File: src/rtl/uart_rx_capture_pkg.sv
// uart_rx_pkg: shared constants and FSM state type for the UART capture block.
//   DATA_BITS   - payload bits per frame (LSB first)
//   SYNC_STAGES - depth of the ser_rx metastability synchronizer
//   rx_state_e  - receiver FSM states (PARITY only reached with UART_RX_PARITY_EN)
package uart_rx_pkg;
  localparam int DATA_BITS   = 8;
  localparam int SYNC_STAGES = 2;

  typedef enum logic [2:0] {
    IDLE   = 3'd0,
    START  = 3'd1,
    DATA   = 3'd2,
    PARITY = 3'd3,
    STOP   = 3'd4
  } rx_state_e;
endpackage

File: src/rtl/uart_rx_capture_if.sv
// uart_rx_capture_if: received-byte stream (valid/ready).
//   rx_data  - head byte
//   rx_valid - head byte present
//   rx_ready - consumer accepts head when rx_valid & rx_ready
// master = receiver side, slave = consumer side.
interface uart_rx_capture_if;
  import uart_rx_pkg::*;
  logic [DATA_BITS-1:0] rx_data;
  logic                 rx_valid;
  logic                 rx_ready;

  modport master (output rx_data, output rx_valid, input rx_ready);
  modport slave  (input rx_data, input rx_valid, output rx_ready);
endinterface

File: src/rtl/uart_rx_capture_fifo.sv
// uart_rx_fifo: show-ahead FIFO for received bytes.
//   clock/reset - system clock, async active-high reset
//   push/push_data - write request; ignored when full unless a pop happens the same cycle
//   pop         - consume head (ignored when empty)
//   head        - current head; holds the last popped value while empty
//   full/empty  - occupancy flags
//   dropped     - push rejected because the FIFO was full
module uart_rx_fifo #(
  parameter int WIDTH = 8,
  parameter int DEPTH = 4
) (
  input  logic             clock,
  input  logic             reset,
  input  logic             push,
  input  logic [WIDTH-1:0] push_data,
  input  logic             pop,
  output logic [WIDTH-1:0] head,
  output logic             full,
  output logic             empty,
  output logic             dropped
);
  localparam int AW = $clog2(DEPTH);

  logic [AW:0]      wptr, rptr;
  logic [WIDTH-1:0] mem [DEPTH];
  logic [WIDTH-1:0] last_q;
  logic             do_push, do_pop;

  assign empty   = (wptr == rptr);
  assign full    = (wptr[AW] != rptr[AW]) && (wptr[AW-1:0] == rptr[AW-1:0]);
  assign do_pop  = pop & ~empty;
  // a pop in the same cycle frees the slot, so a full FIFO still accepts
  assign do_push = push & (~full | do_pop);
  assign dropped = push & ~do_push;
  assign head    = empty ? last_q : mem[rptr[AW-1:0]];

  always_ff @(posedge clock or posedge reset) begin
    if (reset) begin
      wptr   <= '0;
      rptr   <= '0;
      last_q <= '0;
    end else begin
      if (do_push) wptr <= wptr + 1'b1;
      if (do_pop) begin
        rptr   <= rptr + 1'b1;
        last_q <= mem[rptr[AW-1:0]];
      end
    end
  end

  // storage needs no reset: entries are only visible once written
  always_ff @(posedge clock) begin
    if (do_push) mem[wptr[AW-1:0]] <= push_data;
  end
endmodule

File: src/rtl/uart_rx_capture.sv
// uart_rx_capture: cycle-accurate 8N1 UART receiver with byte FIFO.
//   clock, reset - system clock, async active-high reset
//   clk_div      - clocks per bit minus 1, latched at start-bit detect (>= 3)
//   rx_en        - allow new frames to start
//   ser_rx       - async serial input, idle high
//   rx_if        - byte stream out (master modport)
//   frame_err    - sticky, stop bit sampled low
//   overflow     - sticky, byte completed while FIFO full
//   err_clr      - one-cycle clear of sticky errors (a same-cycle set wins)
//   busy         - frame in progress
//   parity_err   - sticky even-parity mismatch (only with UART_RX_PARITY_EN)
// Build option: define UART_RX_PARITY_EN for 8E1 frames with a parity check.
module uart_rx_capture
  import uart_rx_pkg::*;
#(
  parameter int DIV_W      = 16,
  parameter int FIFO_DEPTH = 4
) (
  input  logic              clock,
  input  logic              reset,
  input  logic [DIV_W-1:0]  clk_div,
  input  logic              rx_en,
  input  logic              ser_rx,
  uart_rx_capture_if.master rx_if,
  output logic              frame_err,
  output logic              overflow,
  input  logic              err_clr,
  output logic              busy
`ifdef UART_RX_PARITY_EN
  ,
  output logic              parity_err
`endif
);
  localparam int IW = $clog2(DATA_BITS);

  // synchronizer and edge detect
  logic [SYNC_STAGES-1:0] sync_q;
  logic                   rx_s, rx_prev, rx_fall;

  assign rx_s    = sync_q[SYNC_STAGES-1];
  assign rx_fall = rx_prev & ~rx_s;

  always_ff @(posedge clock or posedge reset) begin
    if (reset) begin
      sync_q  <= '1;
      rx_prev <= 1'b1;
    end else begin
      sync_q  <= {sync_q[SYNC_STAGES-2:0], ser_rx};
      rx_prev <= rx_s;
    end
  end

  // FSM + datapath registers
  rx_state_e            state, state_d;
  logic [DIV_W-1:0]     cnt, cnt_d, div_q, div_d;
  logic [IW-1:0]        idx, idx_d;
  logic [DATA_BITS-1:0] sh, sh_d;
  logic                 pbad, pbad_d;
  logic                 push, ferr_set, perr_set, tick0;

  assign tick0 = (cnt == '0);

  always_ff @(posedge clock or posedge reset) begin
    if (reset) begin
      state <= IDLE;
      cnt   <= '0;
      div_q <= '0;
      idx   <= '0;
      sh    <= '0;
      pbad  <= 1'b0;
    end else begin
      state <= state_d;
      cnt   <= cnt_d;
      div_q <= div_d;
      idx   <= idx_d;
      sh    <= sh_d;
      pbad  <= pbad_d;
    end
  end

  always_comb begin
    state_d  = state;
    cnt_d    = cnt;
    div_d    = div_q;
    idx_d    = idx;
    sh_d     = sh;
    pbad_d   = pbad;
    push     = 1'b0;
    ferr_set = 1'b0;
    perr_set = 1'b0;
    unique case (state)
      IDLE: begin
        // edge-triggered start: a line held low cannot retrigger
        if (rx_fall && rx_en) begin
          div_d   = clk_div;
          cnt_d   = clk_div >> 1;   // land on mid start bit
          pbad_d  = 1'b0;
          state_d = START;
        end
      end
      START: begin
        if (!tick0)     cnt_d = cnt - 1'b1;
        else if (!rx_s) begin
          cnt_d   = div_q;
          idx_d   = '0;
          state_d = DATA;
        end else        state_d = IDLE;   // glitch, silently dropped
      end
      DATA: begin
        if (!tick0) cnt_d = cnt - 1'b1;
        else begin
          sh_d  = {rx_s, sh[DATA_BITS-1:1]};
          cnt_d = div_q;
          idx_d = idx + 1'b1;
          if (idx == IW'(DATA_BITS-1)) begin
`ifdef UART_RX_PARITY_EN
            state_d = PARITY;
`else
            state_d = STOP;
`endif
          end
        end
      end
      PARITY: begin
`ifdef UART_RX_PARITY_EN
        if (!tick0) cnt_d = cnt - 1'b1;
        else begin
          cnt_d   = div_q;
          state_d = STOP;
          if (rx_s != ^sh) begin
            perr_set = 1'b1;
            pbad_d   = 1'b1;
          end
        end
`else
        state_d = IDLE;
`endif
      end
      STOP: begin
        if (!tick0) cnt_d = cnt - 1'b1;
        else begin
          state_d = IDLE;
          if (!rx_s)      ferr_set = 1'b1;
          else if (!pbad) push     = 1'b1;
        end
      end
      default: state_d = IDLE;
    endcase
  end

  assign busy = (state != IDLE);

  // output FIFO
  logic fifo_full, fifo_empty, fifo_drop;

  uart_rx_fifo #(.WIDTH(DATA_BITS), .DEPTH(FIFO_DEPTH)) u_fifo (
    .clock     (clock),
    .reset     (reset),
    .push      (push),
    .push_data (sh),
    .pop       (rx_if.rx_ready),
    .head      (rx_if.rx_data),
    .full      (fifo_full),
    .empty     (fifo_empty),
    .dropped   (fifo_drop)
  );

  assign rx_if.rx_valid = ~fifo_empty;

  // sticky errors
  always_ff @(posedge clock or posedge reset) begin
    if (reset) begin
      frame_err <= 1'b0;
      overflow  <= 1'b0;
    end else begin
      if (ferr_set)     frame_err <= 1'b1;
      else if (err_clr) frame_err <= 1'b0;
      if (fifo_drop)    overflow  <= 1'b1;
      else if (err_clr) overflow  <= 1'b0;
    end
  end

`ifdef UART_RX_PARITY_EN
  always_ff @(posedge clock or posedge reset) begin
    if (reset)         parity_err <= 1'b0;
    else if (perr_set) parity_err <= 1'b1;
    else if (err_clr)  parity_err <= 1'b0;
  end
`endif

  logic unused_full;
  assign unused_full = fifo_full;
endmodule

File: src/flat_wrapper.sv
// flat-port wrapper written by rule: the top's interface ports become plain ports
module uart_rx_capture_flat import uart_rx_pkg::*;
#(
  parameter int DIV_W      = 16,
  parameter int FIFO_DEPTH = 4
)
  (clock, reset, clk_div, rx_en, ser_rx, frame_err, overflow, err_clr, busy, rx_if_rx_data, rx_if_rx_valid, rx_if_rx_ready);
  uart_rx_capture_if rx_if_i ();
  input  logic clock;
  input  logic reset;
  input  logic [DIV_W-1:0] clk_div;
  input  logic rx_en;
  input  logic ser_rx;
  output logic frame_err;
  output logic overflow;
  input  logic err_clr;
  output logic busy;
  output wire logic [$bits(rx_if_i.rx_data)-1:0] rx_if_rx_data;
  output wire logic [$bits(rx_if_i.rx_valid)-1:0] rx_if_rx_valid;
  input wire logic [$bits(rx_if_i.rx_ready)-1:0] rx_if_rx_ready;
  assign rx_if_rx_data = rx_if_i.rx_data;
  assign rx_if_rx_valid = rx_if_i.rx_valid;
  assign rx_if_i.rx_ready = rx_if_rx_ready;
  uart_rx_capture #(.DIV_W(DIV_W), .FIFO_DEPTH(FIFO_DEPTH)) u_core (.clock(clock), .reset(reset), .clk_div(clk_div), .rx_en(rx_en), .ser_rx(ser_rx), .rx_if(rx_if_i), .frame_err(frame_err), .overflow(overflow), .err_clr(err_clr), .busy(busy));
endmodule
File: config.mk
export PLATFORM = sky130hd
export DESIGN_NAME = uart_rx_capture_flat
export DESIGN_NICKNAME = d
export VERILOG_FILES = /design/src/rtl/uart_rx_capture_pkg.sv /design/src/rtl/uart_rx_capture_if.sv /design/src/rtl/uart_rx_capture_fifo.sv /design/src/rtl/uart_rx_capture.sv /design/src/flat_wrapper.sv
export SDC_FILE = /design/constraint.sdc
export NUM_CORES = 1
export LEC_CHECK = 0
export CORE_ASPECT_RATIO = 1.5
export CORE_MARGIN = 2
export CORE_UTILIZATION = 30
export DETAILED_ROUTE_END_ITERATION = 10
export PLACE_DENSITY_LB_ADDON = 0.2
export SETUP_SLACK_MARGIN = 0.2
export SYNTH_ARGS = -nofsm -noshare
export SYNTH_HDL_FRONTEND = slang
export SYNTH_SLANG_ARGS = --single-unit
export TNS_END_PERCENT = 30
File: constraint.sdc
create_clock -name clock -period 2.3 [get_ports clock]
set_input_delay 0.23 -clock clock [delete_from_list [all_inputs] [get_ports clock]]
set_output_delay 0.23 -clock clock [all_outputs]
set_load 0.01 [all_outputs]
==> summary.md, run 1 <==
| Metric | Value |
|---|---|
| Area taken by flip-flops and latches | `0.00259 mm2` |
| Core area | `0.0155 mm2` |
| Final min period | `2.12 ns` |
| Layout net count | `459` |
| Area Overhead vs Synth | `24.5%` |
| Hold_buf cts | `0` |
| Reg2reg start | `u_core.cnt[1]` |
| Netlist cell types | `59` |
| Vias per cell | `5.08` |
| Die height | `157 um` |
| Worst path slowest cell | `dfrtp_1` |
| Area of the multi-input gates | `0.00206 mm2` |
| Syn nets | `392` |
| Global-route wire length before repair | `17,500 um` |
| Post-synth EDFFs | `32` |
| HPWL after DPL | `8020 um` |
| Final period utilization | `92.4%` |
| Hold Vio Cnt, Final | `0` |
| Crit Path Class | `reg -> reg` |
| Final Wtd Congestion | `0.874` |
| Most used DFF post-synth | `dfrtp_1` |
| Yosys top cell by area | `dfrtp_1` |
| Ports | `34` |
| WHS | `0.219 ns` |
| RSZ-0062 raised after global routing | `yes` |
| Setup violations, final | `0` |
| Max-cap viol count | `0` |
| Critical path origin | `u_core.cnt[1]` |
| Clock Tree Root | `clkbuf_16` |
| Worst Hold Class | `in -> async` |
| Final Util | `37.7%` |
| Total clock sinks | `97` |
| Leakage | `2.41 nW` |
| H-tree depth | `3` |
| Yosys top cell area share | `33.1%` |
| Req. time, crit path | `2.34 ns` |
| Wire per inst | `17.7 um` |
| DR DRC count | `0` |
| Register area share after synthesis | `55.3%` |
| Ys Warns | `0` |
| Status | `complete, no violations` |
| Initial Utilization | `30.3%` |
| CP max stage delay | `0.39 ns` |
| Largest net degree at the start of global routing | `48` |
| Port Buffers | `33` |
| P per Cell Area | `854 mW/mm2` |
| Die area | `0.0167 mm2` |
| Cell with the most instances after synthesis | `dfrtp_1` |
| Critical path peak fanout | `8` |
| Initial antenna violation count | `0` |
| Syn_area_per_cell | `12.9 um2` |
| Cells after Synth | `362` |
| Top cells by count, synth | `62 x dfrtp_1, 44 x mux2_2, 32 x edfxtp_1` |
| Max-Slew Margin vs Limit | `66.9%` |
| CP endpoint kind | `register` |
| CTS tree | `yes` |
| DR pass1 iterations | `8` |
| Worst path cell trace | `inv_2 > ha_4 > nor3b_4 > nand4_1 > a2111oi_4 > buf_4 > and2_4` |
| Post-Route WL | `11,300 um` |
| Mapped cell area | `0.00469 mm2` |
| Setup_tns | `0 ns` |
| Antenna Cells | `0` |
| Total congestion overflow | `0` |
| GR Util All Layers | `13.8%` |
| Die Wd | `106 um` |
| Initial DRC Count | `196` |
| Layout cell share with drive strength beyond 1 | `35.0%` |
| Setup Skew | `0.00602 ns` |
| Async SR Flop Fraction | `67.0%` |
| FMAX | `471 MHz` |
| Maximum clock path buffer count | `2` |
| Flops & latches, synth | `97` |
| Clk_lat worst skew | `0.34 ns` |
| Final ANT Viol Nets | `0` |
| Number of global-route vias before repair | `3,320` |
| Startpoint types | `register` |
| Peak supply drop | `0.000487 V` |
| Worst-Margin Slew | `0.491 ns` |
| Capture point of the worst reg-to-reg path | `u_core.u_fifo.mem[2][2]` |
| Reg2Reg Depth | `7` |
| Fillers | `1,506` |
| Via count | `3,233` |
| Cells taking the most area after synthesis | `dfrtp_1 33%, edfxtp_1 21%, mux2_2 11%` |
| CTS buffer count | `9` |
| Reg2Reg Setup Slack | `0.18 ns` |
| Worst-path clk slew | `0.07 ns` |
| Std cell rows | `56` |
| Max-slew violations | `0` |
| WP data arrival | `2.17 ns` |
[cell families (layout without fill, tap and decap cells)]
logic type	Yosys count	after routing	synth area share (%)
mux	56	56	15.4
buf+inv	28	98	2.94
compound gates	69	70	10.9
simple gates	96	97	11.7
flops	97	97	55.3
fa+ha+maj	8	8	2.14
xor+xnor	8	8	1.66
[worst max-delay path: cells and delay by family, from the launching register on]
kind / cells / cell delay, ns
fa+ha+maj: 1 / 0.14
flops: 1 / 0.39
buf+inv: 2 / 0.28
simple gates: 3 / 0.70
compound gates: 1 / 0.30
[how the worst max path moves through the flow]
stage / cells after the start / end / slack (ns)
after floorplan: 8 / u_core.cnt[14] / 0.24
after global placement: 8 / u_core.sh[1] / 0.1
after detailed placement: 8 / u_core.sh[0] / 0.05
after CTS: 4 / rx_if_rx_data[5] / 0.13
after global routing: 7 / u_core.u_fifo.mem[0][1] / 0.07
final: 7 / u_core.u_fifo.mem[2][2] / 0.18
[layout by cell type (no fill, tap or decap), types with 3 or more instances in the layout]
| master | count |
|---|---|
| buf_4 | 36 |
| xnor2_1 | 4 |
| xor2_1 | 3 |
| dfstp_2 | 3 |
| o21ai_0 | 22 |
| nor3_1 | 11 |
| nand3_1 | 12 |
| inv_1 | 7 |
| nand2_1 | 20 |
| o2bb2ai_1 | 10 |
| dfrtp_1 | 61 |
| nor4_1 | 4 |
| a222oi_1 | 5 |
| nor4_4 | 4 |
| buf_2 | 8 |
| a22o_1 | 3 |
| a21oi_1 | 12 |
| edfxtp_1 | 32 |
| nor2_1 | 14 |
| mux4_2 | 8 |
| or4_1 | 3 |
| clkdlybuf4s50_1 | 25 |
| inv_2 | 3 |
| ha_1 | 7 |
| mux2_2 | 44 |
| and2_4 | 5 |
| or2_2 | 3 |
| clkbuf_16 | 9 |
[area by class of cell]
cell class	instances	area share, %
Sequential cell	97	44.5
Clock buffer	10	3.93
Tap cell	203	4.36
Clock inverter	6	0.837
Timing Repair Buffer	72	10.5
Inverter	10	0.644
Multi-Input combinational cell	239	35.3
[registers in the layout, indices dropped and copies added (netlist names)]
| name | cells |
|---|---|
| u_core.idx | 3 |
| u_core.div_q | 16 |
| u_core.u_fifo.last_q | 8 |
| u_core.sync_q | 2 |
| u_core.frame_err | 1 |
| u_core.u_fifo.mem | 32 |
| u_core.sh | 8 |
| u_core.cnt | 16 |
| u_core.overflow | 1 |
| u_core.u_fifo.wptr | 3 |
| u_core.u_fifo.rptr | 3 |
| u_core.rx_prev | 1 |
| u_core.state | 3 |
[per-layer routing]
| metal | vias to the layer above | wire length, um | global-route usage (%) |
|---|---|---|---|
| met2 | 82 | 6210 | 26.0 |
| met1 | 1614 | 4290 | 14.7 |
| met4 | 0 | 349 | 5.95 |
| li1 | 1515 | - | - |
| met5 | - | 0 | 0 |
| met3 | 22 | 404 | 2.73 |
[stage by stage]
stage               setup slack, ns  instance area [um2]  power, W  cells
floorplan                     0.239                 4690   0.00301    362
global placement             0.0987                 5430   0.00342    610
detailed placement           0.0494                 5430   0.00343    610
CTS                           0.133                 5750   0.00493    632
global route                 0.0669                 5830   0.00525    637
finish                        0.175                 5830   0.00498    637
[report_power, final]
group	switching (W)	internal, W
sequential	0.000291	0.00204
combinational	0.000588	0.000642
clock	0.000675	0.000748
[timing repair]
item,4_1_cts,5_1_grt
hold endpoints to repair,0,0
buffers inserted,6,3
setup endpoints to repair,75,70
resized for setup,44,12
gates cloned,0,2
pin swaps,4,7
No activity file was read; power rests on OpenSTA's default activity.
==> inputs of run 2 (changes only) <==
CORE_MARGIN = default   (was 2)
CORE_UTILIZATION = 45   (was 30)
GPL_ROUTABILITY_DRIVEN = 0   (was default)
==> run 2 against run 1 <==
Against the previous run: first-iteration DRC count is 2.6% higher; via count about the same; non-clock buffer count is 1 higher; worst setup slack gained 0.013 ns; flip-flop and latch count stayed put; global-route usage increased by 7.5 points; routed wire length down 6.5%; critical path depth rose by 1; sequential share of layout area is 0.50 points higher; clock power rose by 7%; combinational power about the same; critical path type unchanged; largest cell class unchanged; highest routed layer unchanged.
==> summary.md, run 2 (synthesized netlist as in run 1, its figures left out) <==
| Metric | Value |
|---|---|
| Largest register FFs | `32` |
| Die height | `127 um` |
| Peak supply drop | `0.000586 V` |
| Startpoint types | `register` |
| Final period utilization | `91.8%` |
| Total congestion overflow | `0` |
| Global-route wire length before repair | `17,200 um` |
| Setup_tns | `0 ns` |
| Largest net degree at the start of global routing | `66` |
| Crit Path Class | `reg -> reg` |
| Port Buffers | `33` |
| Worst Hold Class | `in -> async` |
| Worst-path clk slew | `0.07 ns` |
| CTS buffer count | `9` |
| Worst-Margin Slew | `0.457 ns` |
| Status | `complete, no violations` |
| Maximum clock path buffer count | `2` |
| Clock Tree Root | `clkbuf_16` |
| Die Wd | `85.3 um` |
| Leakage | `2.45 nW` |
| Commonest non-fill, non-tap cell in the layout | `dfrtp_1` |
| Total clock sinks | `97` |
| Max-cap viol count | `0` |
| Initial Utilization | `46.2%` |
| Number of global-route vias before repair | `3,364` |
| Final Worst Setup Slack | `0.188 ns` |
| Post-Place Worst Slack | `0.0811 ns` |
| CP endpoint kind | `register` |
| Reg2Reg Depth | `8` |
| P per Cell Area | `880 mW/mm2` |
| Vias per cell | `5.85` |
| Most frequent cells in the layout | `55 x dfrtp_1, 44 x mux2_2, 35 x buf_4` |
| Initial antenna violation count | `0` |
| Initial DRC Count | `201` |
| Die area | `0.0108 mm2` |
| Max-slew violations | `0` |
| Layout net count | `460` |
| Max-Slew Margin vs Limit | `69.5%` |
| Std cell rows | `45` |
| H-tree depth | `3` |
| Post-Route WL | `10,500 um` |
| Clk_lat worst skew | `0.35 ns` |
| Via count | `3,231` |
| FMAX | `474 MHz` |
| Core area | `0.0101 mm2` |
| Ports | `34` |
| Setup violations, final | `0` |
| Hold Vio Cnt, Final | `0` |
| Critical path peak fanout | `6` |
| Area Overhead vs Synth | `23.4%` |
| DR DRC count | `0` |
| Final min period | `2.11 ns` |
| CTS tree | `yes` |
| RSZ-0062 raised after global routing | `yes` |
| HPWL after DPL | `7190 um` |
| Hold_buf cts | `0` |
| WP data arrival | `2.33 ns` |
| Setup Skew | `0.00810 ns` |
| Final Util | `57.1%` |
| Final ANT Viol Nets | `0` |
| GR Util All Layers | `21.2%` |
| Layout cell share with drive strength beyond 1 | `35.9%` |
| Wire per inst | `19.0 um` |
| Req. time, crit path | `2.52 ns` |
| DR pass1 iterations | `4` |
| Antenna Cells | `0` |
| WHS | `0.264 ns` |
run 2: cell types whose count changed in the layout (fill, tap and decap cells not counted), sizes merged:
cell / delta
inv: -2
clkinv: +1
clkinvlp: -2
nand2: +1
a21o: -1
bufinv: +1
clkbuf: +3
run 2: area by class of cell:
type	count	area [um2]
inverter	10	37.5
fill	836	4350
timing repair buffer	73	658
sequential	97	2600
clock inverter	4	52.6
tap	117	146
clock buffer	12	246
multi-input combinational	239	2040
run 2: report_power, final:
part	switching [W]	internal [W]	leakage [nW]
logic	0.000571	0.000657	1.13
clock network	0.000642	0.000878	0.147
registers	0.000297	0.00205	1.17
total	0.00151	0.00358	2.45
run 2: layer usage:
layer  global-route usage [%]  vias up  routed length, um
li1                         -     1519                  -
met3                     3.49       26                404
met4                     11.3        0                363
met5                        0        -                  0
met2                     39.8       88               5970
met1                     22.4     1598               3780
run 2: worst paths after layout:
path | to | start | slack, ns
worst max-delay path | u_core.cnt[6] | u_core.cnt[4] | 0.19
worst min-delay path | u_core.u_fifo.wptr[2] | reset | 0.26
worst max register to register | u_core.cnt[6] | u_core.cnt[4] | 0.19
worst min register to register | u_core.sync_q[1] | u_core.sync_q[0] | 0.36
max in group asynchronous | u_core.sync_q[0] | reset | 1.68
min in group clock | u_core.sync_q[0] | ser_rx | 0.30
run 2: critical path: stages, from the launching register on:
cell and delay (ns):
dfrtp_2 0.45, nor4_4 0.27, buf_4 0.19, nand4_4 0.12
buf_12 0.17, buf_12 0.12, mux2_2 0.26, a222oi_1 0.27
o2bb2ai_1 0.11
run 2: repair_timing:
| item | CTS | global route |
|---|---|---|
| buffers inserted | 12 | 5 |
| resized for setup | 47 | 12 |
| endpoints found under the setup margin | 69 | 65 |
| gates cloned | 1 | 2 |
| pin swaps | 8 | 14 |
run 2: through the flow:
stage | total power, W | instances | cell area [um2]
6_report | 0.00509 | 552 | 5780
5_1_grt | 0.00533 | 552 | 5780
4_1_cts | 0.00499 | 545 | 5680
3_5_place_dp | 0.00334 | 516 | 5270
3_3_place_gp | 0.00330 | 516 | 5270
2_1_floorplan | 0.00301 | 362 | 4690
